==> config.mk <==
export PLATFORM = sky130hd
export DESIGN_NAME = printhead_line_seq
export DESIGN_NICKNAME = d
export VERILOG_FILES = /design/src/rtl/printhead_pkg.sv /design/src/rtl/ph_pulse_timer.sv /design/src/rtl/printhead_line_seq.sv
export SDC_FILE = /design/constraint.sdc
export NUM_CORES = 1
export LEC_CHECK = 0
export CAP_MARGIN = 15
export CORE_AREA = 2 2 97 99
export DETAILED_ROUTE_END_ITERATION = 10
export DIE_AREA = 0 0 99 101
export PLACE_DENSITY = 0.56
export SLEW_MARGIN = 25
export SYNTH_ARGS = -nofsm -noshare
export SYNTH_HDL_FRONTEND = slang
export SYNTH_HIERARCHICAL = 1
export SYNTH_SLANG_ARGS = --single-unit
==> constraint.sdc <==
create_clock -name CLK -period 6.2 [get_ports CLK]
set_input_delay 1.24 -clock CLK [delete_from_list [all_inputs] [get_ports CLK]]
set_output_delay 1.24 -clock CLK [all_outputs]
set_load 0.02 [all_outputs]
==> src/rtl/printhead_pkg.sv <==
// Shared types and geometry for the thermal printhead line sequencer.
package printhead_pkg;

  localparam int unsigned N_DOTS         = 384;
  localparam int unsigned N_GROUPS       = 6;
  localparam int unsigned BYTES_PER_LINE = N_DOTS / 8;
  localparam int unsigned ADDR_W         = 6;

  localparam logic [ADDR_W-1:0] LAST_BYTE  = ADDR_W'(BYTES_PER_LINE - 1);
  localparam logic [2:0]        LAST_GROUP = 3'(N_GROUPS - 1);

  typedef enum logic [2:0] {
    StIdle,
    StFetch,
    StCapture,
    StShift,
    StLatch,
    StGap,
    StStrobe
  } ph_state_e;

endpackage

==> src/rtl/ph_pulse_timer.sv <==
// Loadable 16-bit down-counter; expire is high in the last cycle of a loaded interval.
module ph_pulse_timer (
  input  logic        CLK,
  input  logic        RST_N,
  input  logic        load,
  input  logic [15:0] load_val,
  output logic        expire
);

  logic [15:0] cnt_q;

  // load_val counts cycles, so an interval of N ends when the counter reaches 0
  always_ff @(posedge CLK or negedge RST_N) begin
    if (!RST_N) begin
      cnt_q <= '0;
    end else if (load) begin
      cnt_q <= load_val - 16'd1;
    end else if (cnt_q != '0) begin
      cnt_q <= cnt_q - 16'd1;
    end
  end

  assign expire = (cnt_q == '0);

endmodule

==> src/rtl/printhead_line_seq.sv <==
// Line sequencer: fetches 48 bytes, shifts them to the head, latches, then fires six strobe groups.
module printhead_line_seq
  import printhead_pkg::*;
#(
  parameter int unsigned CLK_DIV    = 4,
  parameter int unsigned LAT_CYCLES = 10,
  parameter int unsigned GAP_CYCLES = 2
) (
  input  logic                CLK,
  input  logic                RST_N,
  input  logic                start,
  input  logic                abort,
  input  logic [15:0]         stb_time,
  output logic                rd_en,
  output logic [ADDR_W-1:0]   rd_addr,
  input  logic [7:0]          rd_data,
  output logic                SCLK,
  output logic                DO,
  output logic                LAT,
  output logic [N_GROUPS-1:0] STB,
  output logic                busy,
  output logic                done
);

  ph_state_e         state_q, state_d;
  logic [ADDR_W-1:0] idx_q;
  logic [2:0]        bit_q;
  logic              half_q;
  logic [7:0]        sr_q;
  logic [2:0]        group_q;
  logic [15:0]       stb_len_q;
  logic              done_q;

  logic              tmr_load;
  logic [15:0]       tmr_val;
  logic              tmr_expire;
  logic              byte_end;

  ph_pulse_timer u_timer (
    .CLK      (CLK),
    .RST_N    (RST_N),
    .load     (tmr_load),
    .load_val (tmr_val),
    .expire   (tmr_expire)
  );

  assign byte_end = (state_q == StShift) && tmr_expire && half_q && (bit_q == 3'd7);

  always_ff @(posedge CLK or negedge RST_N) begin
    if (!RST_N) begin
      state_q <= StIdle;
    end else begin
      state_q <= state_d;
    end
  end

  always_comb begin
    state_d = state_q;
    unique case (state_q)
      StIdle:    if (start) state_d = StFetch;
      StFetch:   state_d = StCapture;
      StCapture: state_d = StShift;
      StShift:   if (byte_end) state_d = (idx_q == LAST_BYTE) ? StLatch : StFetch;
      StLatch:   if (tmr_expire) state_d = StGap;
      StGap:     if (tmr_expire) state_d = StStrobe;
      StStrobe:  if (tmr_expire) state_d = (group_q == LAST_GROUP) ? StIdle : StGap;
      default:   state_d = StIdle;
    endcase
    if (abort) state_d = StIdle;
  end

  // Timer is reloaded on entry to every timed state and on each SCLK half-period boundary.
  always_comb begin
    tmr_load = 1'b0;
    tmr_val  = 16'(CLK_DIV);
    unique case (state_d)
      StShift: begin
        tmr_load = (state_q != StShift) || tmr_expire;
        tmr_val  = 16'(CLK_DIV);
      end
      StLatch: begin
        tmr_load = (state_q != StLatch);
        tmr_val  = 16'(LAT_CYCLES);
      end
      StGap: begin
        tmr_load = (state_q != StGap);
        tmr_val  = 16'(GAP_CYCLES);
      end
      StStrobe: begin
        tmr_load = (state_q != StStrobe);
        tmr_val  = stb_len_q;
      end
      default: ;
    endcase
  end

  always_ff @(posedge CLK or negedge RST_N) begin
    if (!RST_N) begin
      idx_q     <= '0;
      bit_q     <= '0;
      half_q    <= 1'b0;
      sr_q      <= '0;
      group_q   <= '0;
      stb_len_q <= 16'd1;
      done_q    <= 1'b0;
    end else begin
      done_q <= (state_q == StStrobe) && tmr_expire && (group_q == LAST_GROUP) && !abort;
      if ((state_q == StIdle) && start && !abort) begin
        idx_q     <= '0;
        group_q   <= '0;
        stb_len_q <= (stb_time == 16'd0) ? 16'd1 : stb_time;
      end
      if (state_q == StCapture) begin
        sr_q   <= rd_data;
        bit_q  <= '0;
        half_q <= 1'b0;
      end
      // sr_q[7] drives DO; shifting at the end of a high phase presents the next bit
      // on the first low cycle, and the last bit stays put until the next line.
      if ((state_q == StShift) && tmr_expire) begin
        half_q <= ~half_q;
        if (half_q) begin
          bit_q <= bit_q + 3'd1;
          if (bit_q != 3'd7) begin
            sr_q <= {sr_q[6:0], 1'b0};
          end else if (idx_q != LAST_BYTE) begin
            idx_q <= idx_q + ADDR_W'(1);
          end
        end
      end
      if ((state_q == StStrobe) && tmr_expire && (group_q != LAST_GROUP)) begin
        group_q <= group_q + 3'd1;
      end
    end
  end

  always_comb begin
    rd_en = (state_q == StFetch);
    SCLK  = (state_q == StShift) && half_q;
    LAT   = (state_q == StLatch);
    busy  = (state_q != StIdle);
    STB   = '0;
    if (state_q == StStrobe) STB = N_GROUPS'(1) << group_q;
  end

  assign rd_addr = idx_q;
  assign DO      = sr_q[7];
  assign done    = done_q;

endmodule

==> results of run 1 <==
## cells in the final DEF, fill, tap and decap left out, drive strengths merged, types with 4 or more instances in the layout
cell	count
dfrtp	56
clkdlybuf4s50	44
nor2	32
nand2	30
nand3	30
o21ai	20
nor3	18
mux2	16
xnor2	13
o22ai	13
inv	12
xor2	12
a21oi	11
mux2i	10
ha	9
clkbuf	9
buf	8
and3	6
nor4	6
or3	4
## worst max path at each step
stage / from / end / slack, ns / cells after the start
6_report: u_timer/cnt_q[2]$_DFFE_PN0P_ / u_timer/cnt_q[14]$_DFFE_PN0P_ / 1.05 / 15
5_1_grt: u_timer/cnt_q[2]$_DFFE_PN0P_ / u_timer/cnt_q[14]$_DFFE_PN0P_ / 0.66 / 15
4_1_cts: u_timer/cnt_q[2]$_DFFE_PN0P_ / u_timer/cnt_q[14]$_DFFE_PN0P_ / 1.09 / 15
3_5_place_dp: u_timer/cnt_q[2]$_DFFE_PN0P_ / u_timer/cnt_q[14]$_DFFE_PN0P_ / 1.10 / 15
3_3_place_gp: u_timer/cnt_q[2]$_DFFE_PN0P_ / u_timer/cnt_q[14]$_DFFE_PN0P_ / 1.22 / 15
2_1_floorplan: u_timer/cnt_q[2]$_DFFE_PN0P_ / u_timer/cnt_q[14]$_DFFE_PN0P_ / 1.66 / 16
## worst max-delay path: stages (launching register included)
cell       delay [ns]
dfrtp_1          0.41
nor3_1           0.61
nand3_1          0.17
nor2_1           0.61
nand4b_4         0.20
or4_4            0.58
a221o_1          0.34
o41ai_2          0.06
buf_4            0.30
mux2i_1          0.26
ha_1             0.29
nor4b_1          0.30
a22oi_1          0.28
a2111oi_4        0.32
xnor2_1          0.16
o22ai_1          0.09
## state kept, by name, indices dropped and copies added (netlist names)
signal,cells
rd_addr,6
group_q,3
sr_q,8
stb_len_q,16
done,1
half_q,1
bit_q,3
u_timer/cnt_q,16
state_q,3
## power groups by stage
stage | logic, mW | clock network (mW) | registers (mW)
global placement | 0.374 | 0 | 0.542
global route | 0.418 | 0.371 | 0.549
floorplan | 0.295 | 0 | 0.519
detailed placement | 0.378 | 0 | 0.543
finish | 0.376 | 0.347 | 0.539
CTS | 0.377 | 0.358 | 0.538
## metal layers
metal  vias to the layer above  wire length, um  GRT usage
met5                         -                0          0
met4                         0               34    0.03372
met3                         4              298    0.04230
met2                        59             3863     0.2698
met1                      1372             4154     0.2447
li1                       1414                -          -
## stage by stage
step | power [mW] | instance area (um^2) | worst slack (ns) | hold WS [ns] | instances
5_1_grt | 1.338 | 4258 | 0.6608 | 0.4970 | 528
3_5_place_dp | 0.9207 | 4063 | 1.100 | 0.4713 | 512
2_1_floorplan | 0.8138 | 3526 | 1.656 | 0.4492 | 367
4_1_cts | 1.273 | 4258 | 1.091 | 0.4830 | 528
6_report | 1.262 | 4258 | 1.055 | 0.4779 | 528
3_3_place_gp | 0.9166 | 4063 | 1.221 | 0.4656 | 512
## cells by family (layout without fill, tap and decap cells)
logic type	Yosys count	after routing
muxes	26	26
AOI/OAI and AO/OA	69	69
DFF	57	57
xor gates and xnor gates	25	25
and+or+nand+nor	151	151
buffers and inverters	30	80
adders and majority gates	9	9
## layout make-up
| type | count | area share |
|---|---|---|
| Clock buffer | 9 | 0.02909 |
| Clock inverter | 7 | 0.01675 |
| Tap cell | 111 | 0.03262 |
| Multi-Input combinational cell | 280 | 0.4587 |
| Inverter | 12 | 0.01058 |
| Sequential cell | 57 | 0.3353 |
| Timing Repair Buffer | 52 | 0.1170 |
==> results.tsv, run 1 <==
metric	value	unit
Reg power frac	0.427	
crit path DAT	5.33	ns
Max Cap Violations	0	
Area contributors post-synth	dfrtp_1 (40%), mux2_4 (4.3%), nand3_1 (4.3%), nor2_1 (3.3%), xnor2_1 (3.2%)	
register bit total from synthesis	57	
syn_area_per_cell	9.607	um^2
DR vias	2849	
number of flops mapped to enable cells by yosys	0	
n_diodes	0	
chip width	99	um
critical path class	reg2reg	
Worst R2R End	u_timer/cnt_q[14]$_DFFE_PN0P_	
CP required	6.38	ns
Worst Skew	0.008416	ns
mux cell area share after synthesis	0.09013	
number of fillers in the final layout	860	
CTS Buffer Depth	2	
Slew Limit Fails	0	
largest family of logic cells by synthesized area	simple AND/OR/NAND/NOR gates	
Tcrit/Tclk final	0.8299	
Hold Buf Count CTS	0	
Worst setup EP type	flip-flop	
drt drc	0	
VDD IR max	0.0001212	V
number of I/O port buffers	45	
combinational share of power	0.298	
Post CTS Setup Buffer Count	0	
worst r2r path cells	15	
largest net degree at the start of global routing	58	
Final #Nets	449	
crit path launch type	flip-flop	
Syn Nets	404	
Fmax	194.4	MHz
Yosys top cell by area	dfrtp_1	
Synth warnings	6	
worst skew pair latency	0.34	ns
initial antenna violation count	0	
top_reg_cell synth	dfrtp_1	
final hold vios	0	
layout cells sized above 1	0.1343	
setup violators final	0	
Synth Instances	367	
register area share after synthesis	0.4049	
Area Overhead vs Synth	20.76	%
post-synthesis xor/xnor area fraction	0.06210	
most frequent cell after synthesis	dfrtp_1	
hold depth	2	
via/cell ratio	5.396	
synthesized cell area	3526	um^2
Tightest Hold Check Type	reg2reg	
clock sink count	57	
CTS tree	done	
count of cell types in the netlist	64	
H-tree lvl count	3	
Worst Hold Launch	sr_q[6]$_DFF_PN0_	
die height	101	um
PwrDens	296.3	nW/um^2
worst reg-to-reg setup slack	1.05	ns
Slew @ Worst Pin	0.7389	ns
Post-DP HPWL	5967	um
top cells by count, synth	dfrtp_1 (56), nor2_1 (31), nand2_1 (30), nand3_1 (30), o21ai_0 (20)	
clk slew on worst S/H paths	0.07	ns
storage element area	1428	um^2
Rel. slew slack	0.5074	
Multi-input gate area	1953	um^2
Core Util, Final	0.4743	
cts repair resizes	0	
status	finished, final reports clean	
Post-Synth Simple-Gate Area	0.2324	
DR iter-0 viols	170	
vias in the first global route	2740	
Static Leak	1.709	nW
Synth top area share	0.3974	
GRT Total Usage	0.1725	
worst r2r src	u_timer/cnt_q[2]$_DFFE_PN0P_	
net switching power	0.4288	mW
Clk pwr share	0.275	
initial core utilization	0.3928	
I/O Pins	46	
Adder-Cell Fraction of Synth Area	0.03194	
GP Congestion	0.8435	
first-pass GRT wire length	13880	um
final setup TNS	0	ns
complex-gate fraction of the synthesized area	0.1352	
Crit Path Max Fanout	22	
Hold Path End	sr_q[7]$_DFF_PN0_	
die area	9999	um^2
WL final	8350	um
Async SR Flop Fraction	1.000	
Pint	0.8330	mW
Remaining Overflow, GRT	0	
CTS root buf	clkbuf_8	
row count	35	
Num CTS Buffers	9	
switching portion of total power	0.3398	
DR WL/cell	15.81	um
First-pass DRT Iterations	5	
core area	8977	um^2
Antenna Nets Post-Route	0	
RSZ-0062 raised after global routing	no	
post-layout min period	5.145	ns
No activity file was read; power rests on OpenSTA's default activity.
==> run 2, diff against run 1 <==
--- a/config.mk
+++ b/config.mk
@@ -9,7 +9,7 @@
 export CORE_AREA = 2 2 97 99
 export DETAILED_ROUTE_END_ITERATION = 10
 export DIE_AREA = 0 0 99 101
-export PLACE_DENSITY = 0.56
+export PLACE_DENSITY = 0.59
 export SLEW_MARGIN = 25
 export SYNTH_ARGS = -nofsm -noshare
 export SYNTH_HDL_FRONTEND = slang
==> constraint.sdc (replaced) <==
create_clock -name CLK -period 4.5 [get_ports CLK]
set_input_delay 0.9 -clock CLK [delete_from_list [all_inputs] [get_ports CLK]]
set_output_delay 0.9 -clock CLK [all_outputs]
set_load 0.02 [all_outputs]
==> run 2 against run 1 <==
Clock-buffer cell count up 2. Critical path depth down 2. Combinational power up 44%. Utilization up 0.99 points. Total power up 39%. Non-clock buffer count up 6. Setup slack worse by 0.87 ns. Critical path type unchanged. Highest routed layer unchanged.
==> results.tsv, run 2 (synthesized netlist as in run 1, its figures left out) <==
metric	value	unit
Num CTS Buffers	9	
number of I/O port buffers	45	
DR iter-0 viols	125	
worst r2r path cells	13	
vias in the first global route	2950	
final hold vios	0	
H-tree lvl count	3	
first-pass GRT wire length	14090	um
metal3 WL	294	um
die height	101	um
Slew @ Worst Pin	0.7891	ns
Area Overhead vs Synth	23.28	%
VDD IR max	0.0001777	V
hold depth	2	
Worst Skew	0.01118	ns
drt drc	0	
CTS Buffer Depth	2	
Fmax	231.7	MHz
setup violators final	0	
DR top layer	met4	
initial core utilization	0.3928	
Largest regs	stb_len_q (16), u_timer/cnt_q (16), sr_q (8)	
Antenna Nets Post-Route	0	
row count	35	
First-pass DRT Iterations	5	
crit path launch type	flip-flop	
via/cell ratio	5.464	
DR vias	2918	
Core Util, Final	0.4842	
core area	8977	um^2
Max Cap Violations	0	
commonest non-fill, non-tap cell in the layout	dfrtp_1	
Slew Limit Fails	0	
Static Leak	1.753	nW
n_diodes	0	
chip width	99	um
CTS root buf	clkbuf_8	
Tcrit/Tclk final	0.9592	
Place WS	0.2052	ns
CTS tree	done	
status	finished, final reports clean	
Worst setup EP type	flip-flop	
clock sink count	57	
M1 WL	3985	um
Hold Buf Count CTS	0	
largest net degree at the start of global routing	34	
post-layout min period	4.317	ns
worst skew pair latency	0.33	ns
Remaining Overflow, GRT	0	
layout cells sized above 1	0.1608	
die area	9999	um^2
PwrDens	404.0	nW/um^2
RSZ-0062 raised after global routing	no	
critical path class	reg2reg	
CP required	4.75	ns
initial antenna violation count	0	
Final #Nets	455	
WL final	8387	um
most frequent cells in the layout	dfrtp_1 (56), clkdlybuf4s50_1 (44), nand2_1 (30), nand3_1 (30), nor2_1 (30)	
Post-DP HPWL	6024	um
I/O Pins	46	
final setup TNS	0	ns
met2 WL post-DR	4037	um
Rel. slew slack	0.4739	
GP Congestion	0.8211	
GRT Total Usage	0.1760	
DR WL/cell	15.71	um
Tightest Hold Check Type	reg2reg	
Crit Path Max Fanout	20	
clk slew on worst S/H paths	0.07	ns
slack of the critical path	0.1834	ns
crit path DAT	4.57	ns
-- run 2: metal layers --
layer  GRT usage  up-vias
li1            -     1432
met1      0.2327     1417
met3     0.04022        6
met4     0.05269        0
met2      0.2890       63
met5           0        -
-- run 2: critical path, cell delays in order, from the launching register on --
cell and delay (ns):
dfrtp_1 0.44, nor4_2 0.37, nand3_1 0.16, nor2_2 0.25, nand4b_4 0.17, or4_4 0.58
a221o_1 0.38, o41ai_4 0.09, buf_4 0.32, or4b_1 0.50, o32a_1 0.27, nor4_4 0.24
or3b_1 0.38, o221ai_1 0.07
-- run 2: through the flow --
stage / power [mW] / instance area (um^2) / hold WS (ns) / instances
after floorplan: 1.125 / 3531 / 0.4492 / 367
after global placement: 1.268 / 4113 / 0.4619 / 518
after detailed placement: 1.279 / 4113 / 0.4764 / 518
after CTS: 1.755 / 4300 / 0.4923 / 534
after global routing: 1.857 / 4347 / 0.5175 / 534
final: 1.756 / 4347 / 0.4839 / 534
-- run 2: path summary, 6_finish.rpt --
path	start	end	slack, ns
worst max-delay path	u_timer/cnt_q[7]$_DFFE_PN0P_	u_timer/cnt_q[13]$_DFFE_PN0P_	0.18
worst min-delay path	sr_q[0]$_DFF_PN0_	sr_q[1]$_DFF_PN0_	0.48
worst max register to register	u_timer/cnt_q[7]$_DFFE_PN0P_	u_timer/cnt_q[13]$_DFFE_PN0P_	0.18
worst min register to register	sr_q[0]$_DFF_PN0_	sr_q[1]$_DFF_PN0_	0.48
max in group asynchronous	RST_N	stb_len_q[0]$_DFFE_PN1P_	2.98
min in group asynchronous	RST_N	done$_DFF_PN0_	0.65
-- run 2: final cells by class --
class	count	area [um^2]
clock buffer	11	131.4
clock inverter	5	56.30
fill	848	4631
inverter	12	45.04
multi-input combinational	280	2004
sequential	57	1428
tap	111	138.9
timing repair buffer	58	543.0
-- run 2: power by group --
part	switching (mW)	total, mW	internal (mW)
combinational	0.268	0.542	0.274
clock	0.212	0.467	0.255
sequential	0.113	0.748	0.634
-- run 2: what timing repair did --
| item | 4_1_cts | 5_1_grt |
|---|---|---|
| setup endpoints to repair | 0 | 5 |
| setup buffers | 0 | 0 |
| resized for setup | 0 | 8 |
==> run 3, diff against run 2 <==
--- a/config.mk
+++ b/config.mk
@@ -5,8 +5,10 @@
 export SDC_FILE = /design/constraint.sdc
 export NUM_CORES = 1
 export LEC_CHECK = 0
+export ABC_CLOCK_PERIOD_IN_PS = 4500
 export CAP_MARGIN = 15
 export CORE_AREA = 2 2 97 99
+export CTS_BUF_LIST = sky130_fd_sc_hd__clkbuf_4 sky130_fd_sc_hd__clkbuf_8 sky130_fd_sc_hd__clkbuf_16
 export DETAILED_ROUTE_END_ITERATION = 10
 export DIE_AREA = 0 0 99 101
 export PLACE_DENSITY = 0.59
==> run 3 against run 2 <==
Non-clock buffer count unchanged. Fmax increased by 0.19%. Sequential power about the same. Design area increased by 0.17%. Global-route usage about the same. Flip-flop and latch count unchanged. Critical path depth unchanged. Total power increased by 0.59%. Clock power increased by 2%. Via count increased by 0.17%.
==> results.tsv, run 3 (synthesized netlist as in run 1, its figures left out) <==
metric	value	unit
status	finished, final reports clean	
clock sink count	57	
Tightest Hold Check Type	reg2reg	
PwrDens	405.6	nW/um^2
number of fillers in the final layout	841	
Hold Slack	0.4856	ns
DR vias	2923	
Core Util, Final	0.4850	
First-pass DRT Iterations	4	
Static Leak	1.760	nW
Slew Limit Fails	0	
Num CTS Buffers	9	
I/O Pins	46	
H-tree lvl count	3	
Final #Nets	455	
Place WS	0.2052	ns
critical path class	reg2reg	
CTS tree	done	
most frequent cells in the layout	dfrtp_1 (56), clkdlybuf4s50_1 (44), nand2_1 (30), nand3_1 (30), nor2_1 (30)	
GP Congestion	0.8211	
crit path launch type	flip-flop	
n_diodes	0	
Slew @ Worst Pin	0.7967	ns
clk slew on worst S/H paths	0.07	ns
chip width	99	um
PnR Total Power	1.766	mW
Rel. slew slack	0.4689	
Hold Buf Count CTS	0	
GRT Total Usage	0.1757	
largest net degree at the start of global routing	34	
Remaining Overflow, GRT	0	
DP Area	4113	um^2
die height	101	um
Antenna Nets Post-Route	0	
initial antenna violation count	0	
setup violators final	0	
die area	9999	um^2
initial core utilization	0.3928	
commonest non-fill, non-tap cell in the layout	dfrtp_1	
crit path DAT	4.56	ns
slack of the critical path	0.1915	ns
DR WL/cell	15.67	um
vias in the first global route	2947	
first-pass GRT wire length	14070	um
Post-DP HPWL	6024	um
Worst Skew	0.009811	ns
cts repair resizes	0	
Max Cap Violations	0	
WL final	8366	um
Worst setup EP type	flip-flop	
row count	35	
final hold vios	0	
via/cell ratio	5.474	
cell count after placement	518	
final setup TNS	0	ns
layout cells sized above 1	0.1655	
Area Overhead vs Synth	23.49	%
worst skew pair latency	0.33	ns
fin cells	534	
drt drc	0	
VDD IR max	0.0001755	V
RSZ-0062 raised after global routing	no	
CP required	4.75	ns
Finished Cell Area	4354	um^2
Tcrit/Tclk final	0.9574	
number of I/O port buffers	45	
Fmax	232.1	MHz
post-layout min period	4.308	ns
DR iter-0 viols	123	
Post CTS Setup Buffer Count	0	
CTS root buf	clkbuf_8	
worst reg-to-reg setup slack	0.19	ns
Largest regs	stb_len_q (16), u_timer/cnt_q (16), sr_q (8)	
CTS Buffer Depth	2	
core area	8977	um^2
Crit Path Max Fanout	20	
-- run 3: cell types whose count changed in the layout (fill, tap and decap cells not counted) --
cell      previous run  this run
clkbuf_1             2         0
clkbuf_4             0         2
-- run 3: area by class of cell --
cell class                      instances  area (um^2)  share of cell area
Timing Repair Buffer                   58        543.0              0.1247
Clock inverter                          5        56.30             0.01293
Sequential cell                        57         1428              0.3279
Tap cell                              111        138.9             0.03190
Clock buffer                           11        138.9             0.03190
Inverter                               12        45.04             0.01034
Multi-Input combinational cell        280         2004              0.4603
-- run 3: per-layer routing --
layer	global-route usage	vias to the layer above	wire, um
met5	0	-	0
met4	0.05269	0	70
met3	0.04022	6	280
met2	0.2885	54	4068
met1	0.2322	1428	3946
li1	-	1435	-
-- run 3: where the power goes --
group,switching (mW),internal (mW),total (mW)
combinational,0.268,0.274,0.541
sequential,0.112,0.634,0.747
clock,0.211,0.267,0.478
total,0.591,1.18,1.77
-- run 3: worst max-delay path, cell delays in order (launching register included) --
cell,delay [ns]
dfrtp_1,0.44
nor4_2,0.37
nand3_1,0.16
nor2_2,0.25
nand4b_4,0.17
or4_4,0.58
a221o_1,0.38
o41ai_4,0.09
buf_4,0.31
or4b_1,0.50
o32a_1,0.27
nor4_4,0.24
or3b_1,0.38
o221ai_1,0.07
-- run 3: path summary, 6_finish.rpt --
kind | startpoint | to | depth (start not counted)
worst max-delay path | u_timer/cnt_q[7]$_DFFE_PN0P_ | u_timer/cnt_q[13]$_DFFE_PN0P_ | 13
worst min-delay path | sr_q[0]$_DFF_PN0_ | sr_q[1]$_DFF_PN0_ | 2
worst max register to register | u_timer/cnt_q[7]$_DFFE_PN0P_ | u_timer/cnt_q[13]$_DFFE_PN0P_ | 13
worst min register to register | sr_q[0]$_DFF_PN0_ | sr_q[1]$_DFF_PN0_ | 2
max in group asynchronous | RST_N | stb_len_q[0]$_DFFE_PN1P_ | 2
min in group asynchronous | RST_N | u_timer/cnt_q[7]$_DFFE_PN0P_ | 1
